--- src/rtl/present_encipher_iter.sv ---
// present_encipher_iter: iterative 16-bit-block / 20-bit-key PRESENT-style encryptor
// Latency: input accepted on edge T -> out_valid from the cycle after edge T+ROUNDS/UNROLL
// Backpressure: in_ready low while a block is in flight; out_valid/ctext held until out_ready
//
// File contents:
//    key_scheduler     - combinational expansion of the 20-bit key into round keys k0..k7
//    cipher_round_inv  - exact inverse of cipher_round(x,k) = P(S(x ^ k))
//    present_encipher_iter (top)
//
// Top ports:
//    clk, rst               single rising-edge clock, synchronous active-high reset
//    in_valid/in_ready      input handshake; ptext[15:0] and master_key[19:0] sampled on transfer
//    out_valid/out_ready    output handshake; ctext[15:0] registered and stable while stalled
//    busy                   high while a block is being processed or awaiting drain
//
// Build option: define PRESENT_ENC_EARLY_ACCEPT_EN to let DONE drain the result and accept
// a new block on the same edge (no IDLE bubble between back-to-back blocks).

// ---------------------------------------------------------------------------------------
// key_scheduler: K0 = key; K(i+1) = rotl7(Ki), top nibble through the S-box, bits [6:4]
// xored with the round number i+1. Round key ki = Ki[19:4].
//    i_key  20-bit master key (always the latched copy, never the live input)
//    o_rk   ki at o_rk[16*i +: 16], i = 0..7
// ---------------------------------------------------------------------------------------
module key_scheduler (
   input  logic [19:0]  i_key,
   output logic [127:0] o_rk
);

   function automatic logic [3:0] f_sbox(input logic [3:0] i_n);
      f_sbox = 4'h0;
      case (i_n)
         4'h0: f_sbox = 4'hC;
         4'h1: f_sbox = 4'h5;
         4'h2: f_sbox = 4'h6;
         4'h3: f_sbox = 4'hB;
         4'h4: f_sbox = 4'h9;
         4'h5: f_sbox = 4'h0;
         4'h6: f_sbox = 4'hA;
         4'h7: f_sbox = 4'hD;
         4'h8: f_sbox = 4'h3;
         4'h9: f_sbox = 4'hE;
         4'hA: f_sbox = 4'hF;
         4'hB: f_sbox = 4'h8;
         4'hC: f_sbox = 4'h4;
         4'hD: f_sbox = 4'h7;
         4'hE: f_sbox = 4'h1;
         4'hF: f_sbox = 4'h2;
         default: f_sbox = 4'h0;
      endcase
   endfunction

   // Full 20-bit key state for K0..K6; K7 is only needed for its top 16 bits.
   logic [19:0] w_kr [0:6];

   assign w_kr[0] = i_key;

   // rotl7 written as a direct bit regroup:
   //   rot[19:16]=K[12:9], rot[15:7]=K[8:0], rot[6:4]=K[19:17], rot[3:0]=K[16:13]
   for (genvar g = 1; g < 7; g++) begin : g_upd
      assign w_kr[g] = {f_sbox(w_kr[g-1][12:9]), w_kr[g-1][8:0],
                        w_kr[g-1][19:17] ^ 3'(g), w_kr[g-1][16:13]};
   end

   for (genvar g = 0; g < 7; g++) begin : g_out
      assign o_rk[16*g +: 16] = w_kr[g][19:4];
   end

   assign o_rk[127:112] = {f_sbox(w_kr[6][12:9]), w_kr[6][8:0], w_kr[6][19:17] ^ 3'd7};

endmodule

// ---------------------------------------------------------------------------------------
// cipher_round_inv: inverse of cipher_round(x,k) = P(S(x ^ k)).
// The forward bit layer moves bit i to (4*i) mod 15 (bit 15 stays), so the inverse reads
// output bit i from input bit (4*i) mod 15, then applies the inverse S-box and the key.
//    i_x  16-bit state in
//    i_k  16-bit round key
//    o_y  16-bit state out
// ---------------------------------------------------------------------------------------
module cipher_round_inv (
   input  logic [15:0] i_x,
   input  logic [15:0] i_k,
   output logic [15:0] o_y
);

   function automatic logic [3:0] f_sbox_inv(input logic [3:0] i_n);
      f_sbox_inv = 4'h0;
      case (i_n)
         4'h0: f_sbox_inv = 4'h5;
         4'h1: f_sbox_inv = 4'hE;
         4'h2: f_sbox_inv = 4'hF;
         4'h3: f_sbox_inv = 4'h8;
         4'h4: f_sbox_inv = 4'hC;
         4'h5: f_sbox_inv = 4'h1;
         4'h6: f_sbox_inv = 4'h2;
         4'h7: f_sbox_inv = 4'hD;
         4'h8: f_sbox_inv = 4'hB;
         4'h9: f_sbox_inv = 4'h4;
         4'hA: f_sbox_inv = 4'h6;
         4'hB: f_sbox_inv = 4'h3;
         4'hC: f_sbox_inv = 4'h0;
         4'hD: f_sbox_inv = 4'h7;
         4'hE: f_sbox_inv = 4'h9;
         4'hF: f_sbox_inv = 4'hA;
         default: f_sbox_inv = 4'h0;
      endcase
   endfunction

   logic [15:0] w_p;

   for (genvar g = 0; g < 15; g++) begin : g_perm
      assign w_p[g] = i_x[(4*g) % 15];
   end
   assign w_p[15] = i_x[15];

   for (genvar n = 0; n < 4; n++) begin : g_sub
      assign o_y[4*n +: 4] = f_sbox_inv(w_p[4*n +: 4]) ^ i_k[4*n +: 4];
   end

endmodule

// ---------------------------------------------------------------------------------------
// present_encipher_iter (top)
//    x0 = ptext ^ k0; xi = cipher_round_inv(x(i-1), ki), i = 1..7; ctext = x7.
//    UNROLL rounds are evaluated per clock (1 or 7).
// ---------------------------------------------------------------------------------------
module present_encipher_iter #(
   parameter int ROUNDS = 7,
   parameter int UNROLL = 1
) (
   input  logic        clk,
   input  logic        rst,
   input  logic        in_valid,
   output logic        in_ready,
   input  logic [15:0] ptext,
   input  logic [19:0] master_key,
   output logic        out_valid,
   input  logic        out_ready,
   output logic [15:0] ctext,
   output logic        busy
);

   if (ROUNDS != 7) begin : g_bad_rounds
      $error("present_encipher_iter: ROUNDS must be 7");
   end
   if (UNROLL != 1 && UNROLL != 7) begin : g_bad_unroll
      $error("present_encipher_iter: UNROLL must be 1 or 7");
   end

   typedef enum logic [1:0] {
      S_IDLE = 2'd0,
      S_RUN  = 2'd1,
      S_DONE = 2'd2
   } state_t;

   state_t       r_fsm;
   logic [15:0]  r_state;
   logic [19:0]  r_key;
   logic [2:0]   r_rnd;

   logic [127:0] w_rk;
   logic [15:0]  w_chain [0:UNROLL];
   logic [3:0]   w_last_rnd;
   logic         w_last;
   logic         w_accept;

   // Round keys always come from the latched key, so input changes after
   // acceptance cannot disturb the block in flight.
   key_scheduler u_ks (
      .i_key (r_key),
      .o_rk  (w_rk)
   );

   assign w_chain[0] = r_state;

   // Stage g applies round r_rnd+g. In legal configurations the index never
   // exceeds 7 while in RUN, so the 3-bit sum does not wrap.
   for (genvar g = 0; g < UNROLL; g++) begin : g_rnd
      logic [2:0]  w_idx;
      logic [15:0] w_k;

      assign w_idx = r_rnd + 3'(g);
      assign w_k   = w_rk[{w_idx, 4'b0000} +: 16];

      cipher_round_inv u_rnd (
         .i_x (w_chain[g]),
         .i_k (w_k),
         .o_y (w_chain[g+1])
      );
   end

   // This step is the final one when its highest round reaches ROUNDS.
   assign w_last_rnd = {1'b0, r_rnd} + 4'(UNROLL - 1);
   assign w_last     = (w_last_rnd >= 4'(ROUNDS));

   // in_ready is forced low during reset so nothing is taken in the reset cycle.
   always_comb begin
      in_ready = 1'b0;
      case (r_fsm)
         S_IDLE:  in_ready = 1'b1;
`ifdef PRESENT_ENC_EARLY_ACCEPT_EN
         S_DONE:  in_ready = out_ready;
`endif
         default: in_ready = 1'b0;
      endcase
      if (rst) begin
         in_ready = 1'b0;
      end
   end

   assign w_accept = in_valid & in_ready;
   assign busy     = (r_fsm != S_IDLE);

   always_ff @(posedge clk) begin
      if (rst) begin
         r_fsm     <= S_IDLE;
         out_valid <= 1'b0;
         ctext     <= 16'h0000;
         r_state   <= 16'h0000;
         r_key     <= 20'h00000;
         r_rnd     <= 3'd0;
      end else begin
         case (r_fsm)
            S_IDLE: begin
            end
            S_RUN: begin
               r_state <= w_chain[UNROLL];
               if (w_last) begin
                  ctext     <= w_chain[UNROLL];
                  out_valid <= 1'b1;
                  r_fsm     <= S_DONE;
               end else begin
                  r_rnd <= r_rnd + 3'(UNROLL);
               end
            end
            S_DONE: begin
               if (out_ready) begin
                  out_valid <= 1'b0;
                  r_fsm     <= S_IDLE;
               end
            end
            default: r_fsm <= S_IDLE;
         endcase

         // Acceptance is evaluated last so that, when early accept is built in,
         // a same-edge drain+accept ends up in RUN rather than IDLE.
         if (w_accept) begin
            r_key   <= master_key;
            r_state <= ptext ^ master_key[19:4];
            r_rnd   <= 3'd1;
            r_fsm   <= S_RUN;
         end
      end
   end

endmodule
--- config.mk ---
export PLATFORM = sky130hd
export DESIGN_NAME = present_encipher_iter
export DESIGN_NICKNAME = d
export VERILOG_FILES = /design/src/rtl/present_encipher_iter.sv
export SDC_FILE = /design/constraint.sdc
export NUM_CORES = 1
export LEC_CHECK = 0
export CORE_MARGIN = 4
export CORE_UTILIZATION = 25
export DETAILED_ROUTE_END_ITERATION = 8
export PLACE_DENSITY_LB_ADDON = 0.05
export SYNTH_ARGS = -nofsm -noshare
export SYNTH_HDL_FRONTEND = slang
export SYNTH_HIERARCHICAL = 1
export SYNTH_SLANG_ARGS = --single-unit
export TNS_END_PERCENT = 50
--- constraint.sdc ---
create_clock -name clk -period 4.57 [get_ports clk]
set_input_delay 0.6855 -clock clk [delete_from_list [all_inputs] [get_ports clk]]
set_output_delay 0.6855 -clock clk [all_outputs]
set_load 0.05 [all_outputs]
Word-level counts from Yosys, hierarchy flattened
Memory sizes are Yosys's and may differ from the RTL's. A register that Yosys moved wholly into a read port is not among the register bits.
Index checks and enable logic that the tools add are counted.
W data, S select, Z words.
- add/sub/neg operators: 1
- $lt $le $gt $ge: 1
- eq/ne operators: 8
- shift-type cells: 1
- mux-type cells: 26
- bitwise logic cells: 15
- reduce and logical (&&, ||, !) cells: 11
- operators with widths (kind ; count):
    $shiftx A128 B8 Y16 ; 1
    $mux W4 ; 12
    $mux W16 ; 2
    $xor A16 B16 Y16 ; 1
    $xor A4 B4 Y4 ; 4
    $reduce_and A3 Y1 ; 3
    $mux W1 ; 8
    $ne A2 B2 Y1 const B ; 3
    $ne A3 B3 Y1 const B ; 2
    $not A2 Y2 ; 3
    $pmux W2 S3 ; 1
    $reduce_and A2 Y1 ; 3
    $reduce_bool A2 Y1 ; 3
    $not A1 Y1 ; 5
    $mux W2 ; 2
    $add A3 B1 Y3 const B ; 1
    $ge A3 B3 Y1 const B ; 1
    $not A3 Y3 ; 1
    $eq A2 B1 Y1 const B ; 1
    $eq A2 B2 Y1 const B ; 1
    $logic_not A2 Y1 ; 1
    $ne A2 B1 Y1 const B ; 1
    $pmux W1 S2 ; 1
    $reduce_or A2 Y1 ; 1
    $and A1 B1 Y1 ; 1
- register bits after elaboration: 58
- memory bits (read-only): 704
- input bits: 40
- output and inout port bits: 19
- memories: 11
- memories (memory ; words ; width ; read ports ; clocked after Yosys merged registers in ; wr ports ; line ; RTL):
    (name not given) ; 16 ; 4 ; 1 ; 1 ; 0 ; 89 ; case (i_n)
    (name not given) ; 16 ; 4 ; 1 ; 1 ; 0 ; 89 ;
    (name not given) ; 16 ; 4 ; 1 ; 1 ; 0 ; 89 ;
    (name not given) ; 16 ; 4 ; 1 ; 1 ; 0 ; 89 ;
    (name not given) ; 16 ; 4 ; 1 ; 0 ; 0 ; 32 ; case (i_n)
    (name not given) ; 16 ; 4 ; 1 ; 0 ; 0 ; 32 ;
    +5 memories ; -- ; -- ; -- ; -- ; -- ; -- ;

Longest topological paths before layout
An unclocked memory read counts as a cell.
- depth in word-level cells: 10
- depth in mapped cells: 20

By module
Netlist, hierarchy kept.
- modules (own cells, without submodules) (module ; instances ; cells each ; area each (um^2) ; seq. area each (um^2)):
    present_encipher_iter ; 1 ; 358 ; 3604.7 ; 1161.1
    key_scheduler ; 1 ; 267 ; 2103.3 ; 0.0
    cipher_round_inv ; 1 ; 102 ; 915.9 ; 0.0

Worst setup path after synthesis
OpenSTA, ideal clock, no wires.
- path type: reg2reg
- from: reg, netlist name r_key[9]
- to: reg r_state[12]
- library setup time: 0.089 ns
- arrival time: 4.311 ns
- slack: 0.170 ns
- cell stages (with the launch flop): 21
- buffers on the path: 0
- clock period less this slack: 4.400 ns
- path through: dfxtp_1 inv_1 ha_1 inv_1 a211oi_1 or2_2 inv_1 ha_1 nor2_1 mux2_4 mux2i_1 ha_1 or3_2 a311oi_1 a211oi_1 mux4_1 mux2_2 xnor2_1 xnor2_1 nand2_1 a311oi_2
- RTL lines (item ; line ; RTL):
    end signal, assigned ; 228 ; r_state <= w_chain[UNROLL];
    end signal, assigned ; 250 ; r_state <= ptext ^ master_key[19:4];
    end, declared ; 158 ; logic [15:0] r_state;

==> results_dict.tcl <==
set metrics [dict create \
    critPathKind "reg -> reg" \
    detailroute.via_count 4986 \
    clk_pin_slew_ns 0.06 \
    leakage_uw 0.00283 \
    drtIter0Drc 332 \
    drv_cap 0 \
    crit_required_ns 4.81 \
    hold_viol 0 \
    worst-path-stages 19 \
    rows 59 \
    cp-end-kind "flip-flop" \
    syn-instance-count 727 \
    critPathMostFrequentCell "xnor2_2" \
    finalSetupViolCount 0 \
    first_pass_iters 4 \
    final_common_cell "nand2_1" \
    cts.path.max_buffers 2 \
    htreeDepth 3 \
    portBuffers 58 \
    synth-seq-cells 58 \
    grt_max_degree 59 \
    die_height_um 171 \
    ys_types 54 \
    cts_sinks 58 \
    synth_edf_count 0 \
    die_area_um2 29200 \
    n_fill_cell 2787 \
    ioPinCount 59 \
    synth_nets 825 \
    ir_drop_uv 161 \
    syn_to_final_growth_pct 10.2 \
    worst_slack_ns 0.293 \
    dp.final_hpwl_mm 15.4 \
    multiInputGateArea_um2 4420 \
    max_slew_margin_pct 41.9 \
    finClkSkew_ns 0.00874 \
    grt_first_pass_wirelength_mm 31.2 \
    power_frac_seq_pct 26.3 \
    viasPerCell 4.82 \
    drt_wl_total_mm 20.1 \
    swShare_pct 39.2 \
    cts_hold_buffers 0 \
    pwr-share-clk_pct 26.0 \
    cp_top_family "simple AND/OR/NAND/NOR gates" \
    antenna_found_initial 0 \
    grt_pass1_vias 5043 \
    status "finished, final reports clean" \
    netlist_area_um2 6620 \
    start_kind "flip-flop" \
    gp_congestion 0.828 \
    drc 0 \
    numCtsBuffers 9 \
    period_needed_ns 4.28 \
    cp.arrival_ns 4.52 \
    layout_common_cells "87 x nand2_1, 57 x clkdlybuf4s50_1, 55 x ha_1" \
    p_sw_uw 965 \
    r2r-end "r_state[12]" \
    clk_latency_ns 0.34 \
    power_density_nw_per_um2 337 \
    crit_path_max_fanout 4 \
    seq_area_um2 1170 \
    hold_depth 2 \
    track_usage_pct 14.0 \
    slowest_stage "or3_2" \
    p_int_uw 1490 \
    synth_warnings 6 \
    finalSetupTns_ns 0 \
    diodes 0 \
    crit_path_cell_trace "inv_2 > ha_4 > nor3_2 > a211oi_2 > or2_4 > buf_12 > ha_4 > xnor2_2 > mux2i_2 > ha_2 > or3_2 > a311oi_2 > a211oi_1 > mux4_2 > mux2_4 > xnor2_2 > xnor2_2 > nand2_1 > a311oi_2" \
    cts_tree "yes" \
    cts-root-buf "clkbuf_16" \
    cp_num_buf_inv 2 \
    tightest_slew_ns 0.862 \
    core_area_um2 26100 \
    cp_slowest_stage_delay_ns 0.48 \
    ant_nets 0 \
    hp-class "reg -> reg" \
    start_util_pct 25.4 \
    final_nets 792 \
    die_w_um 171 \
    holdPathEnd "out_valid" \
    ys_seq_area_share_pct 17.5 \
    clock.fmax_mhz 234 \
    pwr-share-comb_pct 47.7 \
    pre_cts_slack_ns 0.0191 \
    wire_per_inst_um 19.5 \
    worstHoldStart "out_valid" \
    regToRegSetupSlack_ns 0.29 \
    rr_worst_depth 19 \
    period_share_pct 93.6 \
    drive_above_1_share_pct 21.6 \
    grt_overflow 0 \
    synthArstFlopShare_pct 0 \
    r2r_start "r_key[10]" \
    avgSynthCellArea_um2 9.11 \
    slew_viol_final 0 \
    yosys_most_used_dff "dfxtp_1" \
]
how the worst max path moves through the flow:
stage	from	end	slack, ns
after floorplan	r_key[9]	r_state[12]	0.17
after global placement	r_key[10]	r_state[12]	0.09
after detailed placement	r_key[10]	r_state[12]	0.02
after CTS	r_key[10]	r_state[12]	0.04
after global routing	r_key[10]	r_state[12]	-0.006
final	r_key[10]	r_state[12]	0.29
per-stage QoR:
stage               cell area, µm²  util (%)  std cells  hold slack (ns)  total power [µW]
floorplan                     6620         -        727            0.460              1590
global placement              6920      26.5       1016            0.451              1790
detailed placement            6920      26.5       1016            0.458              1790
CTS                           7240      27.8       1033            0.466              2470
global route                  7300      28.0       1034            0.489              2640
finish                        7300      28.0       1034            0.459              2460
cell type report:
cell class / count / share of cell area, %
clock buffer: 11 / 3.32
clock inverter: 5 / 0.411
inverter: 49 / 2.66
multi-input combinational: 486 / 60.5
sequential: 58 / 16.0
tap: 335 / 5.74
timing repair buffer: 90 / 11.3
Yosys cell counts, types with 4 or more instances:
master / n / share of area, %
a311oi_2: 16 / 3.6
mux2_2: 25 / 4.3
inv_1: 45 / 2.6
nor2_1: 27 / 1.5
a21oi_1: 30 / 2.3
buf_2: 13 / 0.98
nand3_1: 18 / 1.4
clkbuf_1: 21 / 1.2
dfxtp_1: 58 / 18
a211oi_1: 7 / 0.79
nand2_1: 87 / 4.9
a21o_1: 4 / 0.45
mux2i_1: 25 / 3.8
buf_4: 88 / 10
mux4_1: 16 / 6.3
mux4_2: 26 / 8.8
nor3_1: 7 / 0.53
buf_6: 10 / 1.7
nand3b_1: 21 / 2.4
o21ai_0: 36 / 2.7
ha_1: 58 / 11
xnor2_1: 17 / 2.2
xor2_1: 22 / 2.9
what timing repair did:
action	CTS	global route
endpoints found under the setup margin	1	2
setup buffers	1	1
gates resized for setup	6	14
pin swaps	2	8
logic make-up (layout without fill, tap and decap cells):
family,after synthesis,count (layout),synth area share [%]
AO/OA/AOI/OAI,117,117,12.9
XOR/XNOR,39,39,5.16
buffers and inverters,183,155,17.1
flip-flops,58,58,17.5
multiplexers,95,95,23.9
AND/OR/NAND/NOR,177,177,12.5
adder cells (fa/ha/maj),58,58,11.0
routing by layer:
metal	wire (µm)	GRT usage, %
met2	8960	21.1
met1	10200	20.8
met3	681	2.47
met4	285	3.33
met5	0	0
worst min-delay path: cells and delay by family (launching register included):
| family | cells | cell delay, ns |
|---|---|---|
| DFF | 1 | 0.31 |
| and+or+nand+nor | 1 | 0.05 |
| AOI/OAI and AO/OA | 1 | 0.05 |
sequential cells by signal (all words and copies together) (netlist names):
name and cells:
r_fsm 2, r_state 16, ctext 16, out_valid 1, r_rnd 3, r_key 20
power groups by stage:
| stage | sequential, µW | combinational (µW) | clock, µW |
|---|---|---|---|
| final | 646 | 1170 | 640 |
| after CTS | 647 | 1160 | 663 |
| after detailed placement | 656 | 1140 | 0 |
| after global routing | 659 | 1300 | 687 |
| after floorplan | 613 | 978 | 0 |
| after global placement | 656 | 1130 | 0 |
Note: power is estimated with default switching activity, not from simulation.
